==> src/rtl/elevator_scheduler.sv <==
// rtl/elevator_scheduler.sv - SCAN elevator call scheduler; optional emergency stop under ELEVATOR_ESTOP_EN
module elevator_scheduler #(
  parameter int FLOORS      = 8,
  parameter int FLOOR_W     = 3,
  parameter int MOVE_CYCLES = 8,
  parameter int DOOR_CYCLES = 4
) (
  input  logic               clk,
  input  logic               reset,
  input  logic [FLOOR_W-1:0] switches,
  input  logic               in_out,
  input  logic               keypad,
`ifdef ELEVATOR_ESTOP_EN
  input  logic               estop,
`endif
  output logic [FLOORS-1:0]  call_mask,
  output logic [FLOOR_W-1:0] cur_floor,
  output logic               dir_up,
  output logic               moving,
  output logic               door_open,
  output logic               arrive
);

  localparam int MCW = (MOVE_CYCLES > 1) ? $clog2(MOVE_CYCLES) : 1;
  localparam int DCW = (DOOR_CYCLES > 1) ? $clog2(DOOR_CYCLES) : 1;
  localparam logic [MCW-1:0] MOVE_LAST = MCW'(MOVE_CYCLES - 1);
  localparam logic [DCW-1:0] DOOR_LAST = DCW'(DOOR_CYCLES - 1);

  typedef enum logic [1:0] {
    IDLE = 2'd0,
    MOVE = 2'd1,
    DOOR = 2'd2
`ifdef ELEVATOR_ESTOP_EN
    , STOP = 2'd3
`endif
  } state_t;

  state_t             state;
  logic [FLOORS-1:0]  cab;
  logic [FLOORS-1:0]  hall;
  logic [FLOORS-1:0]  pending;
  logic [FLOORS-1:0]  cur_oh;
  logic [FLOORS-1:0]  nxt_oh;
  logic [FLOORS-1:0]  req_vec;
  logic [FLOORS-1:0]  clr_vec;
  logic [FLOORS-1:0]  cab_nxt;
  logic [FLOORS-1:0]  hall_nxt;
  logic [FLOOR_W-1:0] nxt_floor;
  logic [MCW-1:0]     move_cnt;
  logic [DCW-1:0]     door_cnt;
  logic               above_cur;
  logic               below_cur;
  logic               above_nxt;
  logic               below_nxt;
  logic               at_cur;
  logic               at_nxt;
  logic               ahead_nxt;
  logic               behind_nxt;
  logic               go_up;
  logic               req_ok;
  logic               step;
  logic               door_hit;
  logic               door_done;

  assign pending   = cab | hall;
  assign call_mask = pending;

  // Floor decode and "calls above/below" searches around the current and next floor
  always_comb begin
    nxt_floor = dir_up ? (cur_floor + FLOOR_W'(1)) : (cur_floor - FLOOR_W'(1));
    cur_oh    = '0;
    nxt_oh    = '0;
    above_cur = 1'b0;
    below_cur = 1'b0;
    above_nxt = 1'b0;
    below_nxt = 1'b0;
    for (int i = 0; i < FLOORS; i++) begin
      cur_oh[i] = (FLOOR_W'(i) == cur_floor);
      nxt_oh[i] = (FLOOR_W'(i) == nxt_floor);
      if (pending[i] && (FLOOR_W'(i) > cur_floor)) above_cur = 1'b1;
      if (pending[i] && (FLOOR_W'(i) < cur_floor)) below_cur = 1'b1;
      if (pending[i] && (FLOOR_W'(i) > nxt_floor)) above_nxt = 1'b1;
      if (pending[i] && (FLOOR_W'(i) < nxt_floor)) below_nxt = 1'b1;
    end
    at_cur     = |(pending & cur_oh);
    at_nxt     = |(pending & nxt_oh);
    ahead_nxt  = dir_up ? above_nxt : below_nxt;
    behind_nxt = dir_up ? below_nxt : above_nxt;
    // Keep the current bias when calls lie on both sides
    go_up      = above_cur && (dir_up || !below_cur);
  end

  // Call capture merged with the clear of the floor being served (clear wins)
  always_comb begin
    req_ok  = keypad && (32'(switches) < 32'(FLOORS));
    req_vec = '0;
    for (int i = 0; i < FLOORS; i++) begin
      req_vec[i] = req_ok && (FLOOR_W'(i) == switches);
    end
    step      = (state == MOVE) && (move_cnt == MOVE_LAST);
    door_hit  = (state == DOOR) && req_ok && (switches == cur_floor);
    door_done = (state == DOOR) && !door_hit && (door_cnt == DOOR_LAST);
    clr_vec   = '0;
    if ((state == IDLE) && at_cur) clr_vec = cur_oh;
    if (step && at_nxt)            clr_vec = nxt_oh;
    if (state == DOOR)             clr_vec = cur_oh;
    cab_nxt  = (cab  | (in_out ? req_vec : '0)) & ~clr_vec;
    hall_nxt = (hall | (in_out ? '0 : req_vec)) & ~clr_vec;
`ifdef ELEVATOR_ESTOP_EN
    if (estop) begin
      cab_nxt  = '0;
      hall_nxt = '0;
    end
`endif
  end

  // Scheduler FSM with registered outputs and call masks
  always_ff @(posedge clk or negedge reset) begin
    if (!reset) begin
      state     <= IDLE;
      cab       <= '0;
      hall      <= '0;
      cur_floor <= '0;
      dir_up    <= 1'b1;
      moving    <= 1'b0;
      door_open <= 1'b0;
      arrive    <= 1'b0;
      move_cnt  <= '0;
      door_cnt  <= '0;
    end
`ifdef ELEVATOR_ESTOP_EN
    else if (estop) begin
      state     <= STOP;
      cab       <= '0;
      hall      <= '0;
      moving    <= 1'b0;
      door_open <= 1'b0;
      arrive    <= 1'b0;
      move_cnt  <= '0;
      door_cnt  <= '0;
    end
`endif
    else begin
      cab    <= cab_nxt;
      hall   <= hall_nxt;
      arrive <= 1'b0;
      case (state)
        IDLE: begin
          if (at_cur) begin
            state     <= DOOR;
            door_open <= 1'b1;
            arrive    <= 1'b1;
            door_cnt  <= '0;
          end else if (go_up) begin
            dir_up   <= 1'b1;
            state    <= MOVE;
            moving   <= 1'b1;
            move_cnt <= '0;
          end else if (below_cur) begin
            dir_up   <= 1'b0;
            state    <= MOVE;
            moving   <= 1'b1;
            move_cnt <= '0;
          end
        end
        MOVE: begin
          if (step) begin
            cur_floor <= nxt_floor;
            move_cnt  <= '0;
            if (at_nxt) begin
              state     <= DOOR;
              moving    <= 1'b0;
              door_open <= 1'b1;
              arrive    <= 1'b1;
              door_cnt  <= '0;
            end else if (!ahead_nxt) begin
              if (behind_nxt) begin
                dir_up <= ~dir_up;
              end else begin
                state  <= IDLE;
                moving <= 1'b0;
              end
            end
          end else begin
            move_cnt <= move_cnt + MCW'(1);
          end
        end
        DOOR: begin
          if (door_hit) begin
            door_cnt <= '0;
          end else if (door_done) begin
            door_open <= 1'b0;
            door_cnt  <= '0;
            if (go_up) begin
              dir_up   <= 1'b1;
              state    <= MOVE;
              moving   <= 1'b1;
              move_cnt <= '0;
            end else if (below_cur) begin
              dir_up   <= 1'b0;
              state    <= MOVE;
              moving   <= 1'b1;
              move_cnt <= '0;
            end else begin
              state <= IDLE;
            end
          end else begin
            door_cnt <= door_cnt + DCW'(1);
          end
        end
`ifdef ELEVATOR_ESTOP_EN
        STOP: begin
          state <= IDLE;
        end
`endif
        default: begin
          state <= IDLE;
        end
      endcase
    end
  end

endmodule
==> config.mk <==
export PLATFORM = sky130hd
export DESIGN_NAME = elevator_scheduler
export DESIGN_NICKNAME = d
export VERILOG_FILES = /design/src/rtl/elevator_scheduler.sv
export SDC_FILE = /design/constraint.sdc
export NUM_CORES = 1
export LEC_CHECK = 0
export ABC_CLOCK_PERIOD_IN_PS = 6360
export BUFFER_PORTS_ARGS = -buffer_cell sky130_fd_sc_hd__buf_4
export CORE_ASPECT_RATIO = 1.2
export CORE_MARGIN = 8
export CORE_UTILIZATION = 40
export CTS_BUF_LIST = sky130_fd_sc_hd__clkbuf_4
export CTS_CLUSTER_SIZE = 16
export DETAILED_ROUTE_END_ITERATION = 12
export GPL_TIMING_DRIVEN = 0
export PLACE_DENSITY = 0.64
export SLEW_MARGIN = 5
export SYNTH_ARGS = -nofsm -noshare
export SYNTH_HDL_FRONTEND = slang
export SYNTH_SLANG_ARGS = --single-unit
==> constraint.sdc <==
create_clock -name clk -period 6.36 [get_ports clk]
set_input_delay 0.318 -clock clk [delete_from_list [all_inputs] [get_ports clk]]
set_output_delay 0.318 -clock clk [all_outputs]
set_load 0.01 [all_outputs]
==> out/qor.tcl, run 1 <==
set qor(most-common-layout-cells) {sky130_fd_sc_hd__nor2_1, sky130_fd_sc_hd__dfrtp_1, sky130_fd_sc_hd__o21ai_0, sky130_fd_sc_hd__a21oi_1, sky130_fd_sc_hd__buf_4}
set qor(first_iter_violations) 177
set qor(max-slew-margin-rel_pct) 47.21
set qor(synth_fp_nets) 277
set qor(syn_to_final_growth_pct) 15.19
set qor(synthesis.yosys.warnings) 0
set qor(die_height_um) 96.93
set qor(final_period_minus_worst_setup_slack_ns) 3.521
set qor(grt_first_pass_wirelength_um) 10450
set qor(ctsResizeCount) 0
set qor(synth_cell_types) 55
set qor(detail_placement_hpwl_um) 4591
set qor(post_layout_nonfiller_instances) 351
set qor(io_buffers) 19
set qor(cts_sinks) 30
set qor(setup_repair_after_global_routing_missed_its_margin) {false}
set qor(final_hold_viols) 0
set qor(start_kind) {flip-flop}
set qor(std_cell_rows) 29
set qor(synth-seq-cells) 30
set qor(synth_ff_type) {sky130_fd_sc_hd__dfrtp_1}
set qor(floorplan.io_pins) 22
set qor(outcome) {finished clean}
set qor(clkTransAtPathRegs_ns) 0.11
set qor(crit_buf_inv) 2
set qor(layout_worst_path_cycle_share_pct) 55.36
set qor(grt_start_max_net_pins) 31
set qor(timing.critical_path.max_delay_family) {simple AND/OR/NAND/NOR gates}
set qor(seq_area_frac_synth_pct) 34.44
set qor(number_of_instances_in_the_synthesized_netlist) 261
set qor(cts_inserted_buffers) 5
set qor(synth.top_cell.area_share_pct) 33.24
set qor(crit_required_ns) 6.59
set qor(timing.setup.critical_path_class) {reg2reg}
set qor(critical-path-slowest-cell) {sky130_fd_sc_hd__or4_4}
set qor(detail_route.wl_per_cell_um) 17.87
set qor(critical_path_cell_by_cell) {clkbuf_1, inv_1, ha_1, xor2_2, nand2_1, or4_4, nand4_4, nand3_2, o21ai_0, nor2_1}
set qor(synthDominantAreaCellType) {sky130_fd_sc_hd__dfrtp_1}
set qor(nFillCells) 530
set qor(critPathCaptureType) {flip-flop}
set qor(overall_global_routing_usage_pct) 15.49
set qor(num-nets-final) 304
set qor(synth-edff-count) 0
set qor(finalSetupTns_ns) 0
set qor(async_flop_share_pct) 100.0
set qor(fmax_ghz) 0.2840
set qor(synthTopCellsByArea) {sky130_fd_sc_hd__dfrtp_1, sky130_fd_sc_hd__nor2_1, sky130_fd_sc_hd__a21oi_1}
set qor(htree_levels) 2
set qor(min_path_type) {in2reg}
set qor(mostFrequentLayoutCell) {sky130_fd_sc_hd__nor2_1}
set qor(antenna_found_initial) 0
set qor(place.gp.congestion) 0.9609
set qor(cts_setup_buffers) 0
set qor(final_design_area_no_fill_um2) 2515
set qor(antenna-diode-count) 0
set qor(tritoncts) {yes}
set qor(clk-insertion-delay-late_ns) 0.35
set qor(final-max-slew-violation-count) 0
set qor(mappedNetlistArea_um2) 2183
set qor(peakVddDrop_v) 0.0002328
set qor(clk_root_buffer_cell) {sky130_fd_sc_hd__clkbuf_4}
set qor(worst_pin_slew_ns) 0.7861
set qor(ctsLongestPathBuffers) 2
set qor(cpPeakStageDelay_ns) 0.56
set qor(max_cap_viol_count) 0
set qor(postSynthAreaPerCell_um2) 8.365
set qor(post_dp_cell_area_um2) 2404
set qor(crit_path_max_fanout) 9
set qor(number_of_global_route_vias_before_repair) 2075
set qor(floorplan.die_area_um2) 8088
set qor(viasPerCell) 6.080
set qor(detail_route.first_pass.iterations) 5
set qor(p_leak_nw) 1.025
set qor(critical_path_arrival_ns) 3.75
set qor(grt_overflow) 0
set qor(power_density_nw_per_um2) 516.5
set qor(core_area_um2) 5298
set qor(cts.hold.buffers_added) 1
set qor(vias) 2134
set qor(setup-violations-final) 0
set qor(finalWirelength_um) 6274
set qor(die_width_um) 83.45
set qor(post-place-cells) 342
set qor(drcViolationCount) 0
set qor(clk_skew_ns) 0.01064
set qor(effective_utilization_at_floorplan_pct) 41.21
set qor(final_layout_size_suffix_gt1_share_pct) 16.26
set qor(final_antenna_net_count) 0
-- Yosys cell counts (all sizes together), types with 2 or more instances --
master,n
nand3,5
nand4,3
dfrtp,29
nand2,16
a21oi,24
nand3b,3
a21o,2
ha,9
buf,6
a311oi,4
o21a,3
nor4,4
o2111ai,2
o311ai,2
a22o,2
xor2,5
o31ai,5
clkbuf,7
and3,2
or2,2
nor3,7
inv,15
nor2b,5
o22ai,2
a221oi,3
o21ai,24
nand2b,2
o211ai,8
xnor2,2
a31oi,5
a211oi,3
nor2,35
o2111a,2
-- power by group --
group / total [mW] / leakage [nW] / internal (mW) / switching (mW)
logic: 0.776 / 0.625 / 0.281 / 0.496
registers: 0.326 / 0.347 / 0.265 / 0.0608
clock network: 0.197 / 0.0528 / 0.121 / 0.0756
-- per-layer routing --
layer,share of wire (%),up-vias,GRT usage [%],wire [um]
met5,0,-,0,0
met4,2.4,0,4.660,149
met3,5.9,17,3.943,370
met2,50,78,26.56,3127
met1,42,1018,18.39,2628
li1,-,1021,-,-
-- stage by stage --
| stage | utilization, % | hold slack [ns] | power (mW) | setup slack, ns |
|---|---|---|---|---|
| after floorplan | - | 0.02241 | 0.8651 | 3.550 |
| after global placement | 45.37 | 0.2666 | 1.075 | 2.980 |
| after detailed placement | 45.37 | 0.2701 | 1.085 | 2.951 |
| after CTS | 47.47 | 0.3644 | 1.285 | 2.923 |
| after global routing | 47.47 | 0.4087 | 1.396 | 2.741 |
| final | 47.47 | 0.3653 | 1.299 | 2.839 |
-- state kept, by name, indices dropped and copies added, names as in the netlist --
signal and flops:
arrive 1, cab 8, cur_floor 3, dir_up 1, door_cnt 2, door_open 1, hall 8, move_cnt 3
moving 1, state 2
-- worst register-to-register path, stage by stage, from the launching register on --
cell and delay [ns]:
sky130_fd_sc_hd__dfrtp_1 0.43, sky130_fd_sc_hd__clkbuf_1 0.37, sky130_fd_sc_hd__inv_1 0.24, sky130_fd_sc_hd__ha_1 0.48, sky130_fd_sc_hd__xor2_2 0.31, sky130_fd_sc_hd__nand2_1 0.20, sky130_fd_sc_hd__or4_4 0.56, sky130_fd_sc_hd__nand4_4 0.19
sky130_fd_sc_hd__nand3_2 0.17, sky130_fd_sc_hd__o21ai_0 0.35, sky130_fd_sc_hd__nor2_1 0.09
-- layout make-up --
| cell class | instances | area (um^2) | area share (%) |
|---|---|---|---|
| sequential | 30 | 752.0 | 29.90 |
| buffer | 13 | 76.32 | 3.035 |
| timing repair buffer | 20 | 152.6 | 6.070 |
| clock inverter | 3 | 63.81 | 2.537 |
| tap | 62 | 77.57 | 3.085 |
| clock buffer | 5 | 37.54 | 1.493 |
| inverter | 15 | 56.30 | 2.239 |
| multi-input combinational | 203 | 1299 | 51.64 |
-- path summary, 6_finish.rpt --
path | slack (ns) | start | cells past startpoint | to
setup / recovery | 2.84 | cur_floor[1] | 10 | cab[2]
hold / removal | 0.37 | in_out | 4 | hall[5]
setup reg to reg | 2.84 | cur_floor[1] | 10 | cab[2]
hold reg to reg | 0.51 | door_cnt[1] | 1 | door_cnt[1]
max in group asynchronous | 5.63 | reset | 2 | dir_up
min in group asynchronous | 0.42 | reset | 2 | move_cnt[0]
-- cell families after synthesis --
logic type	after synthesis	share of synthesized area, %
AOI/OAI and AO/OA	98	29.97
adders and majority gates	9	5.158
DFF	30	34.44
xor gates and xnor gates	7	3.496
buffers and inverters	28	6.074
and+or+nand+nor	89	20.86
No activity file was read; power rests on OpenSTA's default activity.
==> inputs of run 2 (changes only) <==
--- a/config.mk
+++ b/config.mk
@@ -5,7 +5,7 @@
 export SDC_FILE = /design/constraint.sdc
 export NUM_CORES = 1
 export LEC_CHECK = 0
-export ABC_CLOCK_PERIOD_IN_PS = 6360
+export ABC_CLOCK_PERIOD_IN_PS = 3000
 export BUFFER_PORTS_ARGS = -buffer_cell sky130_fd_sc_hd__buf_4
 export CORE_ASPECT_RATIO = 1.2
 export CORE_MARGIN = 8
@@ -14,7 +14,7 @@
 export CTS_CLUSTER_SIZE = 16
 export DETAILED_ROUTE_END_ITERATION = 12
 export GPL_TIMING_DRIVEN = 0
-export PLACE_DENSITY = 0.64
+export PLACE_DENSITY = 0.66
 export SLEW_MARGIN = 5
 export SYNTH_ARGS = -nofsm -noshare
 export SYNTH_HDL_FRONTEND = slang
==> constraint.sdc (replaced) <==
create_clock -name clk -period 3 [get_ports clk]
set_input_delay 0.15 -clock clk [delete_from_list [all_inputs] [get_ports clk]]
set_output_delay 0.15 -clock clk [all_outputs]
set_load 0.01 [all_outputs]
==> run 2 against run 1 <==
  * Core utilization rose by 2.5 points
  * Sequential share of layout area fell by 1.5 points
  * Critical path depth did not move
  * Non-clock buffer count rose by 8
  * Worst hold slack got worse by 0.16 ns
  * Setup slack got worse by 2.7 ns
  * Final cell count rose by 2.3%
  * Register-to-register slack got worse by 2.7 ns
  * Sequential power rose by 110%
  * Clock power rose by 70%
  * Die area did not move
  * Critical endpoint is now cab[5]
==> out/qor.tcl, run 2 (synthesized netlist as in run 1, its figures left out) <==
set qor(post_layout_nonfiller_instances) 359 ;# +2.3%
set qor(detail_placement_hpwl_um) 4551 ;# -0.89%
set qor(final_layout_size_suffix_gt1_share_pct) 21.55 ;# +5.3 points
set qor(post_dp_cell_area_um2) 2404 ;# unchanged
set qor(setup-violations-final) 0 ;# unchanged
set qor(max-slew-margin-rel_pct) 55.38 ;# +8.2 points
set qor(worst_setup_path_startpoint) {cur_floor[0]}
set qor(peakVddDrop_v) 0.0005953 ;# +160%
set qor(worst_pin_slew_ns) 0.6669 ;# -0.1192 ns
set qor(io_buffers) 19 ;# unchanged
set qor(grt_first_pass_wirelength_um) 10610 ;# +1.5%
set qor(floorplan.io_pins) 22 ;# unchanged
set qor(clk_skew_ns) 0.01106 ;# +0.0004263 ns
set qor(crit_path_max_fanout) 12 ;# +3
set qor(power_density_nw_per_um2) 1105 ;# +110%
set qor(seqCellArea_um2) 752.0 ;# unchanged
set qor(first_iter_violations) 171 ;# -3.4%
set qor(antenna_found_initial) 0 ;# unchanged
set qor(clk_root_buffer_cell) {sky130_fd_sc_hd__clkbuf_4}
set qor(vias) 2203 ;# +3.2%
set qor(cts_sinks) 30 ;# unchanged
set qor(clk-insertion-delay-late_ns) 0.34 ;# about the same
set qor(worst_r2r_startpoint) {cur_floor[0]}
set qor(timing.hold.worst.start) {in_out}
set qor(effective_utilization_at_floorplan_pct) 41.21 ;# unchanged
set qor(floorplan.die_area_um2) 8088 ;# unchanged
set qor(fmax_ghz) 0.3523 ;# +24%
set qor(antenna-diode-count) 0 ;# unchanged
set qor(core_area_um2) 5298 ;# unchanged
set qor(detail_route.wl_per_cell_um) 18.13 ;# +1.4%
set qor(viasPerCell) 6.136 ;# +0.93%
set qor(std_cell_rows) 29 ;# unchanged
set qor(die_height_um) 96.93 ;# unchanged
set qor(multiInputGateArea_um2) 1385 ;# +6.6%
set qor(place.gp.congestion) 0.9167 ;# -4.6%
set qor(num-nets-final) 312 ;# +2.6%
set qor(crit_required_ns) 3.23 ;# -3.36 ns
set qor(detail_route.first_pass.iterations) 5 ;# unchanged
set qor(grt_overflow) 0 ;# unchanged
set qor(clkTransAtPathRegs_ns) 0.11 ;# about the same
set qor(most-common-layout-cells) {sky130_fd_sc_hd__nor2_1, sky130_fd_sc_hd__buf_4, sky130_fd_sc_hd__dfrtp_1, sky130_fd_sc_hd__a21oi_1, sky130_fd_sc_hd__o21ai_0}
set qor(cts_inserted_buffers) 5 ;# unchanged
set qor(tritoncts) {yes}
set qor(final_antenna_net_count) 0 ;# unchanged
set qor(start_kind) {flip-flop}
set qor(largestRegisters) {cab x8, hall x8}
set qor(number_of_global_route_vias_before_repair) 2176 ;# +4.9%
set qor(final_design_area_no_fill_um2) 2649 ;# +5.3%
set qor(die_width_um) 83.45 ;# unchanged
set qor(holdWs_ns) 0.2077 ;# -0.1576 ns
set qor(outcome) {finished clean}
set qor(power.total_mw) 2.926 ;# +130%
set qor(syn_to_final_growth_pct) 21.32
set qor(drcViolationCount) 0 ;# unchanged
set qor(post-place-cells) 342 ;# unchanged
set qor(finalWirelength_um) 6509 ;# +3.7%
set qor(nFillCells) 505 ;# -4.7%
set qor(critPathCaptureType) {flip-flop}
set qor(final-max-slew-violation-count) 0 ;# unchanged
set qor(overall_global_routing_usage_pct) 15.40 ;# -0.089 points
set qor(grt_start_max_net_pins) 31 ;# unchanged
set qor(htree_levels) 2 ;# unchanged
set qor(ctsLongestPathBuffers) 2 ;# unchanged
set qor(timing.setup.critical_path_class) {reg2reg}
set qor(max_cap_viol_count) 0 ;# unchanged
set qor(critical_path_arrival_ns) 3.07 ;# -0.68 ns
set qor(final_hold_viols) 0 ;# unchanged
set qor(setup_repair_after_global_routing_missed_its_margin) {false}
set qor(min_path_type) {in2reg}
set qor(p_leak_nw) 1.075 ;# +4.9%
set qor(layout_worst_path_cycle_share_pct) 94.60 ;# +39 points
set qor(final_period_minus_worst_setup_slack_ns) 2.838 ;# -0.6830 ns
set qor(mostFrequentLayoutCell) {sky130_fd_sc_hd__nor2_1}
[run 2: worst paths after layout]
| kind | to | slack (ns) | depth (start not counted) |
|---|---|---|---|
| worst min register to register | moving | 0.50 | 1 |
| min in group asynchronous | door_cnt[0] | 0.26 | 2 |
| worst min-delay path | hall[6] | 0.21 | 4 |
| max in group asynchronous | dir_up | 2.41 | 2 |
| worst max register to register | cab[5] | 0.16 | 10 |
| worst max-delay path | cab[5] | 0.16 | 10 |
[run 2: where the power goes]
| part | total (mW) | leakage, nW | internal, mW | switching, mW |
|---|---|---|---|---|
| Combinational | 1.90 | 0.682 | 0.757 | 1.14 |
| Sequential | 0.694 | 0.347 | 0.562 | 0.132 |
| Clock | 0.335 | 0.0450 | 0.173 | 0.163 |
| Total | 2.93 | 1.07 | 1.49 | 1.43 |
[run 2: routing by layer]
layer | vias up | GRT usage [%] | wire (um)
met5 | - | 0 | 0
met3 | 28 | 4.027 | 499
met2 | 117 | 25.96 | 3188
met1 | 1021 | 18.23 | 2600
li1 | 1037 | - | -
met4 | 0 | 5.593 | 219
[run 2: area by class of cell]
type / count / area share, %
Buffer: 13 / 3.165
Tap cell: 62 / 2.929
Inverter: 15 / 2.267
Multi-Input combinational cell: 203 / 52.29
Sequential cell: 30 / 28.39
Clock inverter: 3 / 1.512
Clock buffer: 5 / 1.417
Timing Repair Buffer: 28 / 8.030
[run 2: per-stage QoR]
step                      setup WS [ns]  util, %  TNS [ns]
after floorplan                  0.1898        -         0
after global placement          -0.4597    45.37    -6.520
after detailed placement        -0.4561    45.37    -6.509
after CTS                       0.01703    48.21         0
after global routing           0.004018    50.00         0
final                            0.1619    50.00         0
[run 2: critical path: stages (launching register included)]
cell and delay, ns:
sky130_fd_sc_hd__dfrtp_1 0.42, sky130_fd_sc_hd__buf_4 0.21, sky130_fd_sc_hd__inv_2 0.15, sky130_fd_sc_hd__ha_4 0.37
sky130_fd_sc_hd__xor2_4 0.19, sky130_fd_sc_hd__nand2_1 0.16, sky130_fd_sc_hd__or4_4 0.55, sky130_fd_sc_hd__nand4_4 0.19
sky130_fd_sc_hd__nand3_2 0.14, sky130_fd_sc_hd__o31ai_2 0.26, sky130_fd_sc_hd__nor2_1 0.09
[run 2: repair_timing]
item,in CTS,in global routing
setup endpoints to repair,24,23
endpoints found under the hold margin,29,0
pin swaps,0,2
hold buffers,1,0
cloned,0,0
resized for setup,9,10
buffers inserted,3,5
